### config.mk
export PLATFORM = sky130hd
export DESIGN_NAME = fetch_stage
export DESIGN_NICKNAME = d
export VERILOG_FILES = /design/src/rtl/fetch_stage.sv
export SDC_FILE = /design/constraint.sdc
export NUM_CORES = 1
export LEC_CHECK = 0
export BUFFER_PORTS_ARGS = -buffer_cell sky130_fd_sc_hd__buf_2
export CORE_MARGIN = 1
export CORE_UTILIZATION = 28
export DETAILED_ROUTE_END_ITERATION = 8
export PLACE_DENSITY = 0.5
export SLEW_MARGIN = 25
export SYNTH_ARGS = -nofsm -noshare
export SYNTH_HDL_FRONTEND = slang
export SYNTH_SLANG_ARGS = --single-unit
### constraint.sdc
create_clock -name clk -period 7.1 [get_ports clk]
set_clock_uncertainty 0.2 [all_clocks]
set_input_delay 1.42 -clock clk [delete_from_list [all_inputs] [get_ports clk]]
set_output_delay 1.42 -clock clk [all_outputs]
set_load 0.005 [all_outputs]
### src/rtl/fetch_stage.sv
// Instruction fetch stage: drives the instruction memory address, captures
// {pc, instr} into a 2-entry buffer and hands the head to decode over a
// valid/ready handshake. A redirect flushes the buffer and restarts fetch.
module fetch_stage #(
   parameter logic [31:0] RESET_PC  = 32'h0000_0000,
   parameter logic [31:0] NOP_INSTR = 32'h0000_0013
) (
   input  logic        clk,
   input  logic        rst_n,
   output logic [31:0] imem_addr,
   input  logic [31:0] imem_instr,
   input  logic        redirect_valid,
   input  logic [31:0] redirect_pc,
   output logic        if_valid,
   input  logic        if_ready,
   output logic [31:0] if_instr,
   output logic [31:0] if_pc,
   output logic [31:0] if_pc_plus4
);

   logic [31:0] pc_q;
   logic [31:0] buf_pc    [2];
   logic [31:0] buf_instr [2];
   logic        rd_ptr;
   logic        wr_ptr;
   logic [1:0]  count;
   logic        pop;
   logic        fetch_en;

   assign imem_addr = pc_q;
   assign if_valid  = (count != 2'd0);
   assign pop       = if_valid && if_ready;
   // A full buffer may still fetch when the head leaves in the same cycle.
   assign fetch_en  = !redirect_valid && ((count != 2'd2) || pop);

   // Head presentation; an empty buffer shows a NOP at pc 0.
   always_comb begin
      if_instr = NOP_INSTR;
      if_pc    = 32'h0000_0000;
      if (if_valid) begin
         if_instr = buf_instr[rd_ptr];
         if_pc    = buf_pc[rd_ptr];
      end
   end

   assign if_pc_plus4 = if_pc + 32'd4;

   // Buffer storage; entries are only meaningful while counted, so no reset.
   always_ff @(posedge clk) begin
      if (fetch_en) begin
         buf_pc[wr_ptr]    <= pc_q;
         buf_instr[wr_ptr] <= imem_instr;
      end
   end

   // Fetch PC, pointers and occupancy; redirect overrides fetch and pop.
   always_ff @(posedge clk or negedge rst_n) begin
      if (!rst_n) begin
         pc_q   <= RESET_PC;
         rd_ptr <= 1'b0;
         wr_ptr <= 1'b0;
         count  <= 2'd0;
      end else if (redirect_valid) begin
         pc_q   <= {redirect_pc[31:2], 2'b00};
         rd_ptr <= 1'b0;
         wr_ptr <= 1'b0;
         count  <= 2'd0;
      end else begin
         if (fetch_en) begin
            wr_ptr <= ~wr_ptr;
            pc_q   <= pc_q + 32'd4;
         end
         if (pop) begin
            rd_ptr <= ~rd_ptr;
         end
         case ({fetch_en, pop})
            2'b10:   count <= count + 2'd1;
            2'b01:   count <= count - 2'd1;
            default: count <= count;
         endcase
      end
   end

endmodule

=== Yosys cells after proc, flatten, opt, wreduce, memory -nomap -nowiden ===
Memories as Yosys holds them, arrays and structs flattened.
Index checks and enable logic that the tools add are counted.

* Bits in registers: 36
* Bits in writable memories: 128
* Output and inout port bits: 129
* Logic and storage cells: 35
* Memories kept: 2

* Add/subtract/negate cells: 4
* Eq/ne operators: 3
* Multiplexer cells: 12
* Bitwise operators: 2
* Reductions and logical operators: 8

{| class="wikitable"
|+ Memory list
! name !! words !! width !! read ports !! clocked after Yosys merged registers in !! write ports !! RTL line !! RTL
|-
| buf_instr || 2 || 32 || 1 || 0 || 1 || 23 || <nowiki>logic [31:0] buf_instr [2];</nowiki>
|-
| buf_pc || 2 || 32 || 1 || 0 || 1 || 22 || <nowiki>logic [31:0] buf_pc [2];</nowiki>
|}

{| class="wikitable"
|+ Operator list
! kind !! number
|-
| 2-to-1 mux 32 bit || 4
|-
| adder 32 x 3 -> 32 bit (second input constant) || 2
|-
| 2-to-1 mux 1 bit || 6
|-
| nonzero test 2 bit || 3
|-
| one-hot mux 2 bit (2 select lines) || 1
|-
| nonzero test 3 bit || 1
|-
| adder 2 x 1 -> 2 bit (second input constant) || 1
|-
| equality test 2 x 1 -> 1 bit (second input constant) || 1
|-
| equality test 2 bit (second input constant) || 1
|-
| logical AND 1 bit || 2
|-
| 2-to-1 mux 2 bit || 1
|-
| != test 2 bit (second input constant) || 1
|-
| NOT 1 bit || 2
|-
| subtractor 2 x 1 -> 2 bit (second input constant) || 1
|-
| logical NOT 1 bit || 1
|-
| logical OR 1 bit || 1
|}

=== Longest topological paths before layout ===
Gate-level depths: netlist (run 1).

* Depth in word-level cells: 7
* Gate-level depth with buffers: 10
* Depth with buffers taken out: 7

=== Worst setup path after synthesis (run 1) ===
OpenSTA, ideal clock, no wires.

* Path type: input to register
* Start point: input port redirect_valid
* End point: memory buf_instr[0][0] (enable)
* Data arrival time: 5.884 ns
* Data required time: 6.341 ns
* Slack: 0.458 ns
* Stages on the path: 2
* Buffers on the path: 1
* Cell sequence: clkbuf_1 nor3_1

* Cells in the longest elaborated chain, start to end: 4

{| class="wikitable"
|+ Ends and longest elaborated chain
! element !! RTL line !! RTL
|-
| start, declared || 12 || <nowiki>input logic redirect_valid,</nowiki>
|-
| logical NOT 1 bit || 34 || <nowiki>assign fetch_en = !redirect_valid && ((count != 2'd2) || pop);</nowiki>
|-
| logical AND 1 bit || 34 ||
|-
| 2-to-1 mux 1 bit || 50 || <nowiki>if (fetch_en) begin</nowiki>
|-
| 2-to-1 mux 1 bit (not written as such) || 52 || <nowiki>buf_instr[wr_ptr] <= imem_instr;</nowiki>
|-
| end, declared || 23 ||
|}

Every way passes these cells.

=== Final worst setup path (run 1) ===
* Start point: register rd_ptr
* End point: output port if_pc_plus4[24]

* Cells in the longest elaborated chain, start to end: 3

{| class="wikitable"
|+ Ends and longest elaborated chain
! element !! RTL line !! RTL
|-
| start, declared || 24 || <nowiki>logic rd_ptr;</nowiki>
|-
| start signal, assigned || 74 || <nowiki>rd_ptr <= ~rd_ptr;</nowiki>
|-
| memory (2 x 32 bit) || -- ||
|-
| 2-to-1 mux 32 bit || 40 || <nowiki>if (if_valid) begin</nowiki>
|-
| adder 32 x 3 -> 32 bit || 46 || <nowiki>assign if_pc_plus4 = if_pc + 32'd4;</nowiki>
|-
| end, declared || 18 || <nowiki>output logic [31:0] if_pc_plus4</nowiki>
|}

Every way passes these cells.

==> results.md, run 1 <==
- Status: completed
- # diodes: 0
- Setup WS pre-CTS: 2213 ps
- Starting Density: 0.2848
- CP Cell Sequence: buf_4 -> mux2i_1 -> a211oi_2 -> nand4_1 -> nor3_1 -> xor2_1 -> buf_2
- CTS hold repair buffers: 0
- Top cell type by total area after synthesis: edfxtp_1
- GR Util All Layers: 0.1380
- Max incr delay on CP: 910 ps
- Sink Count: 158
- PostCTS Resize Cnt: 0
- Final #Nets: 841
- Drt drc: 0
- Max stage delay cell, worst path: dfrtp_4
- Routed Antenna Nets: 0
- 1st-pass router iterations: 4
- WP data arrival: 3620 ps
- I/O Buffers: 188
- Register area share after synthesis: 0.6163
- Final setup violating endpoints: 0
- Final Util: 0.3531
- Clock-pin slew on the worst setup and hold paths: 70 ps
- Synthesized area: 7422 sq um
- H-tree levels: 4
- Hold Path Stages: 0
- Unrepaired setup endpoints after global routing: false
- Total wire length: 18.79 mm
- # Max-Cap Violations: 0
- DP Wirelength: 13.19 mm
- Worst Hold End: buf_pc[0][29]
- DR vias/cell: 4.549
- Post-CTS Setup Repair Bufs: 0
- Largest net degree at the start of global routing: 63
- Min-Delay Path Class: reg2reg
- Crit Path Category: reg2out
- Worst reg2reg endpoint: rd_ptr
- Most frequent cells in the layout: buf_2 (188), edfxtp_1 (124), nor2_1 (64)
- FILL cells: 2,664
- Layout cell share with drive strength beyond 1: 0.3202
- Fmax: 190.8 MHz
- # IOs: 197
- Row cnt: 59
- Wire length per cell: 16.80 um
- CP endpoint kind: output pin
- TNS Setup: 0 ps
- First-pass GRT wire length: 27.91 mm
- Clk Latency, worst-skew pair: 420 ps
- Clock Path Buffers: 2
- Crit path max fanout: 48
- Yosys Warn Count: 0
- Final Hold Vio Count: 0
- Distinct cell type count after synthesis: 44
- Number of DRC markers in iteration 0: 272
- Post-synth ARST share: 0.2152
- Final Non-Filler Cells: 1,119
- Top post-synthesis cells by area: edfxtp_1 (50%), dfrtp_1 (11%), mux2i_1 (8.5%)
- Most common cell after layout, fill and taps aside: buf_2
- Syn Area/Cell: 12.60 sq um
- Clk root buf: clkbuf_16
- Number of synthesized register bits: 158
- Post-synth EDFFs: 124
- Die width: 164.8 um
- Final period utilization: 0.7382
- Top-area cell type share of the netlist area: 0.5017
- Synth Instances: 589
- Vias: 5,090
- Tmin final: 5241 ps
- Max-slew violations: 0
- Pwr/cell area: 262.3 nW/um^2
- Req. time, crit path: 5480 ps
- Worst r2r path cells: 6
- RR Startpoint: count[0]
- Total gr overflow: 0
- Setup slack after layout: 1859 ps
- Die Height: 164.8 um
- CTS tree: built
- CP startpoint kind: flip-flop
- Placed insts: 1,087
- Cts bufs inserted: 17
- Core area: 26,060 sq um
- Main synth FF type: edfxtp_1
- Hold slack final: 378.3 ps
- Area grow syn2layout: 23.99%
- Actual slew at the worst max-slew pin: 905.4 ps
- Reg-to-reg setup timing slack: 4580 ps
- Pleak: 3.606 nW
- Worst Min Path Start: imem_addr[29]
- Slew margin rel.: 0.3964
- Initial antenna violation count: 1
- Peak VDD IR: 0.1208 mV
- Vias in the first global route: 4,775
- Die area: 27,160 sq um
- GPL Wtd Cong: 0.7287
report_power, final:
part	switching, W	total, W	internal, W
combinational	0.000226	0.000394	0.000167
clock	0.000398	0.000860	0.000462
sequential	0.0000736	0.00116	0.00109
total	0.000698	0.00241	0.00172
final cells by class:
| class | count | area (sq um) | share of cell area |
|---|---|---|---|
| inverters | 11 | 41.29 | 0.004487 |
| well taps | 335 | 419.2 | 0.04555 |
| flip-flops and latches | 158 | 4578 | 0.4975 |
| multi-input cells | 390 | 2633 | 0.2861 |
| clock inverters | 14 | 123.9 | 0.01346 |
| clock buffers | 18 | 429.2 | 0.04663 |
| repair buffers | 193 | 978.4 | 0.1063 |
registers in the layout, indices dropped and copies added, names as in the netlist:
signal / flops
buf_instr: 64
buf_pc: 60
count: 2
imem_addr: 30
rd_ptr: 1
wr_ptr: 1
layer usage:
metal	global-route usage	share of wire	up-vias
li1	-	-	2484
met1	0.1947	0.48	2432
met2	0.2087	0.45	154
met3	0.03290	0.062	18
met4	0.04045	0.0099	2
met5	0	0.00069	-
cell usage after synthesis, types with 2 or more instances:
cell	number
edfxtp_1	124
nor2_1	64
mux2i_1	63
nand2_1	53
dfrtp_1	34
xnor2_1	33
xor2_1	27
nand3_1	23
o21ai_0	22
nor3_1	16
nor4_1	13
nand4_1	12
clkbuf_1	11
inv_1	11
buf_2	10
buf_4	10
o21ai_1	7
and3_1	6
nand3b_1	5
nor4_2	5
a211oi_2	4
and4_1	3
buf_6	3
mux2_2	3
a21oi_1	2
and2_1	2
ha_1	2
nor2_2	2
nor3_2	2
nor3b_1	2
or3b_1	2
critical path, delay by kind of cell (launching register included):
kind | cells | cell delay [ps]
buffers and inverters | 2 | 750
flip-flops | 1 | 910
multiplexers | 1 | 280
AO/OA/AOI/OAI | 1 | 400
AND/OR/NAND/NOR | 2 | 630
XOR/XNOR | 1 | 190
worst max-delay path by stage:
stage | cells past startpoint | to | slack, ps | startpoint
2_1_floorplan | 2 | buf_instr[0][0] | 460 | redirect_valid
4_1_cts | 7 | if_pc_plus4[24] | 1730 | rd_ptr
6_report | 7 | if_pc_plus4[24] | 1860 | rd_ptr
5_1_grt | 7 | if_pc_plus4[24] | 1480 | rd_ptr
3_5_place_dp | 7 | if_pc_plus4[24] | 2210 | rd_ptr
3_3_place_gp | 7 | if_pc_plus4[28] | 2280 | rd_ptr
cell families (layout without fill, tap and decap cells):
logic type / Yosys count / count (layout) / synth area share
multiplexers: 66 / 66 / 0.08951
AND/OR/NAND/NOR: 219 / 219 / 0.1544
flip-flops: 158 / 158 / 0.6163
XOR/XNOR: 60 / 60 / 0.07080
adder cells (fa/ha/maj): 2 / 2 / 0.003371
other: 1 / 6 / 0.0005052
buffers and inverters: 46 / 236 / 0.03304
AO/OA/AOI/OAI: 37 / 37 / 0.03203
through the flow:
step | instance area (sq um) | total power, W
4_1_cts | 9203 | 0.002457
3_3_place_gp | 8650 | 0.001580
6_report | 9203 | 0.002413
5_1_grt | 9203 | 0.002539
2_1_floorplan | 7441 | 0.001397
3_5_place_dp | 8650 | 0.001584
No activity file was read; power rests on OpenSTA's default activity.
==> inputs of run 2 (changes only) <==
Clock period 7.1 ns to 5.42 ns, I/O delays scaled along.
==> run 2 against run 1 <==
Non-clock buffer count increased by 1. Sequential share of layout area decreased by 0.42 points. Count of clock-buffer cells in the layout increased by 3. Final area increased by 0.86%. Core utilization increased by 0.30 points. First-iteration DRC count decreased by 5.5%. Hold slack got worse by 40 ps. Routed wire length decreased by 0.42%. Critical path depth increased by 1. Setup slack got worse by 1100 ps. Sequential power increased by 31%. Die area unchanged. Critical path type unchanged. Critical endpoint unchanged.
==> results.md, run 2 (synthesis gave the netlist of run 1 again) <==
- Sink Count: 158 (unchanged)
- Vias: 5,050 (-0.79%)
- Seq pwr share: 0.464 (-0.017)
- Max reg flops: 64 (unchanged)
- Unrepaired setup endpoints after global routing: false
- CP endpoint kind: output pin
- Met1 WL: 8.975 mm (-0.73%)
- TNS Setup: 0 ps (unchanged)
- DP Wirelength: 13.21 mm (+0.12%)
- Pwr/cell area: 352.6 nW/um^2 (+34%)
- # IOs: 197 (unchanged)
- Most common cell after layout, fill and taps aside: buf_2
- Largest register by flop count: buf_instr
- Clock Power Share: 0.378 (+0.022)
- Placed Area: 8663 sq um (+0.16%)
- Req. time, crit path: 4140 ps (-1340 ps)
- Die area: 27,160 sq um (unchanged)
- CTS hold repair buffers: 0 (unchanged)
- Final #Nets: 842 (+0.12%)
- Max incr delay on CP: 870 ps (-40 ps)
- Worst path bufs/invs: 1 (-1)
- I/O Buffers: 188 (unchanged)
- Cts bufs inserted: 17 (unchanged)
- Crit path max fanout: 44 (-8.3%)
- Final Hold Vio Count: 0 (unchanged)
- WP data arrival: 3340 ps (-280 ps)
- Layout cell share with drive strength beyond 1: 0.3210 (+0.0008660)
- Clk Latency, worst-skew pair: 420 ps (about the same)
- Combinational Power Share: 0.158 (-0.005)
- GPL Wtd Cong: 0.7161 (-1.7%)
- Fmax: 216.2 MHz
- Routed Antenna Nets: 0 (unchanged)
- Wire length on met3: 1.163 mm (-0.34%)
- Design Area, Final: 9281 sq um (+0.86%)
- Status: completed
- Clk root buf: clkbuf_16
- Die Height: 164.8 um (unchanged)
- Clock-pin slew on the worst setup and hold paths: 70 ps (about the same)
- Storage element area: 4578 sq um (unchanged)
- Multi-input logic area: 2639 sq um (+0.24%)
- Max-slew violations: 0 (unchanged)
- Slew margin rel.: 0.3979 (+0.001536)
- CP Cell Sequence: mux2i_1 -> nor2_1 -> ha_1 -> nor3b_2 -> nand4_2 -> nor3_1 -> xor2_1 -> buf_2
- Wire length per cell: 16.71 um (-0.50%)
- CTS tree: built
- PostCTS Resize Cnt: 0 (unchanged)
- Min-Delay Path Class: reg2reg
- Final period utilization: 0.8535
- Largest net degree at the start of global routing: 63 (unchanged)
- Internal power: 0.002372 W (+38%)
- # diodes: 0 (unchanged)
- Tmin final: 4626 ps
- Max stage delay cell, worst path: dfrtp_4
- P_sw: 0.0009007 W (+29%)
- Vias in the first global route: 4,908 (+2.8%)
- Switch share: 0.2752 (-0.01383)
- FILL cells: 2,655 (-0.34%)
- Final Util: 0.3562 (+0.003025)
- CP startpoint kind: flip-flop
- Core area: 26,060 sq um (unchanged)
- # Max-Cap Violations: 0 (unchanged)
- Total gr overflow: 0 (unchanged)
- Crit Path Category: reg2out
- Pleak: 3.646 nW (+1.1%)
- Actual slew at the worst max-slew pin: 903.1 ps (-2.304 ps)
- Max Used Layer: met4
- Area grow syn2layout: 25.05%
- Delay-heaviest family, CP: simple AND/OR/NAND/NOR gates
- Die width: 164.8 um (unchanged)
- Number of DRC markers in iteration 0: 257 (-5.5%)
- Drt drc: 0 (unchanged)
- Total wire length: 18.72 mm (-0.42%)
- Initial antenna violation count: 0 (-1)
- Peak VDD IR: 0.1499 mV (+24%)
- 1st-pass router iterations: 4 (unchanged)
- H-tree levels: 4 (unchanged)
- Post-CTS Setup Repair Bufs: 0 (unchanged)
- First-pass GRT wire length: 27.81 mm (-0.35%)
- GR Util All Layers: 0.1370 (-0.001027)
- Final setup violating endpoints: 0 (unchanged)
- Most frequent cells in the layout: buf_2 (188), edfxtp_1 (124), nor2_1 (64)
- Clock Path Buffers: 2 (unchanged)
- DR vias/cell: 4.509 (-0.87%)
- Row cnt: 59 (unchanged)
- Met2 wire len: 8.449 mm (+0.78%)
- Starting Density: 0.2848 (unchanged)
## run 2: stage by stage
stage / hold slack, ps / setup slack, ps / total power, W / std cells
2_1_floorplan: 305.5 / 1010 / 0.001828 / 594
3_3_place_gp: 325.2 / 1174 / 0.002072 / 1088
3_5_place_dp: 327.3 / 1132 / 0.002076 / 1088
4_1_cts: 346.5 / 678.7 / 0.003324 / 1120
5_1_grt: 370.7 / 425.7 / 0.003442 / 1120
6_report: 338.4 / 794.3 / 0.003272 / 1120
## run 2: path summary, 6_finish.rpt
check | from | endpoint | slack (ps) | cells past startpoint
setup / recovery | rd_ptr | if_pc_plus4[24] | 790 | 8
min in group asynchronous | rst_n | imem_addr[31] | 560 | 1
setup reg to reg | count[0] | rd_ptr | 2910 | 6
max in group asynchronous | rst_n | rd_ptr | 3820 | 1
hold reg to reg | imem_addr[25] | buf_pc[0][25] | 340 | 0
hold / removal | imem_addr[25] | buf_pc[0][25] | 340 | 0
## run 2: metal layers
layer	vias to the layer above	track usage
li1	2479	-
met1	2402	0.1898
met2	157	0.2116
met3	12	0.03541
met4	0	0.03503
met5	-	0
## run 2: cell type report
cell class	count	share of cell area
clock buffers	21	0.05433
clock inverters	11	0.01227
inverters	11	0.004449
multi-input cells	390	0.2843
flip-flops and latches	158	0.4933
well taps	335	0.04516
repair buffers	194	0.1062
## run 2: worst register-to-register path: cells and delay by family, from the launching register on
kind | cells | cell delay (ps)
AND/OR/NAND/NOR | 3 | 550
XOR/XNOR | 1 | 160
buffers and inverters | 2 | 1020
flip-flops | 1 | 440
## run 2: power by group through the flow
stage / combinational (W) / sequential, W / clock [W]
6_report: 0.000518 / 0.00152 / 0.00124
5_1_grt: 0.000580 / 0.00153 / 0.00133
4_1_cts: 0.000529 / 0.00152 / 0.00127
3_5_place_dp: 0.000529 / 0.00155 / 0
3_3_place_gp: 0.000528 / 0.00154 / 0
2_1_floorplan: 0.000325 / 0.00150 / 0
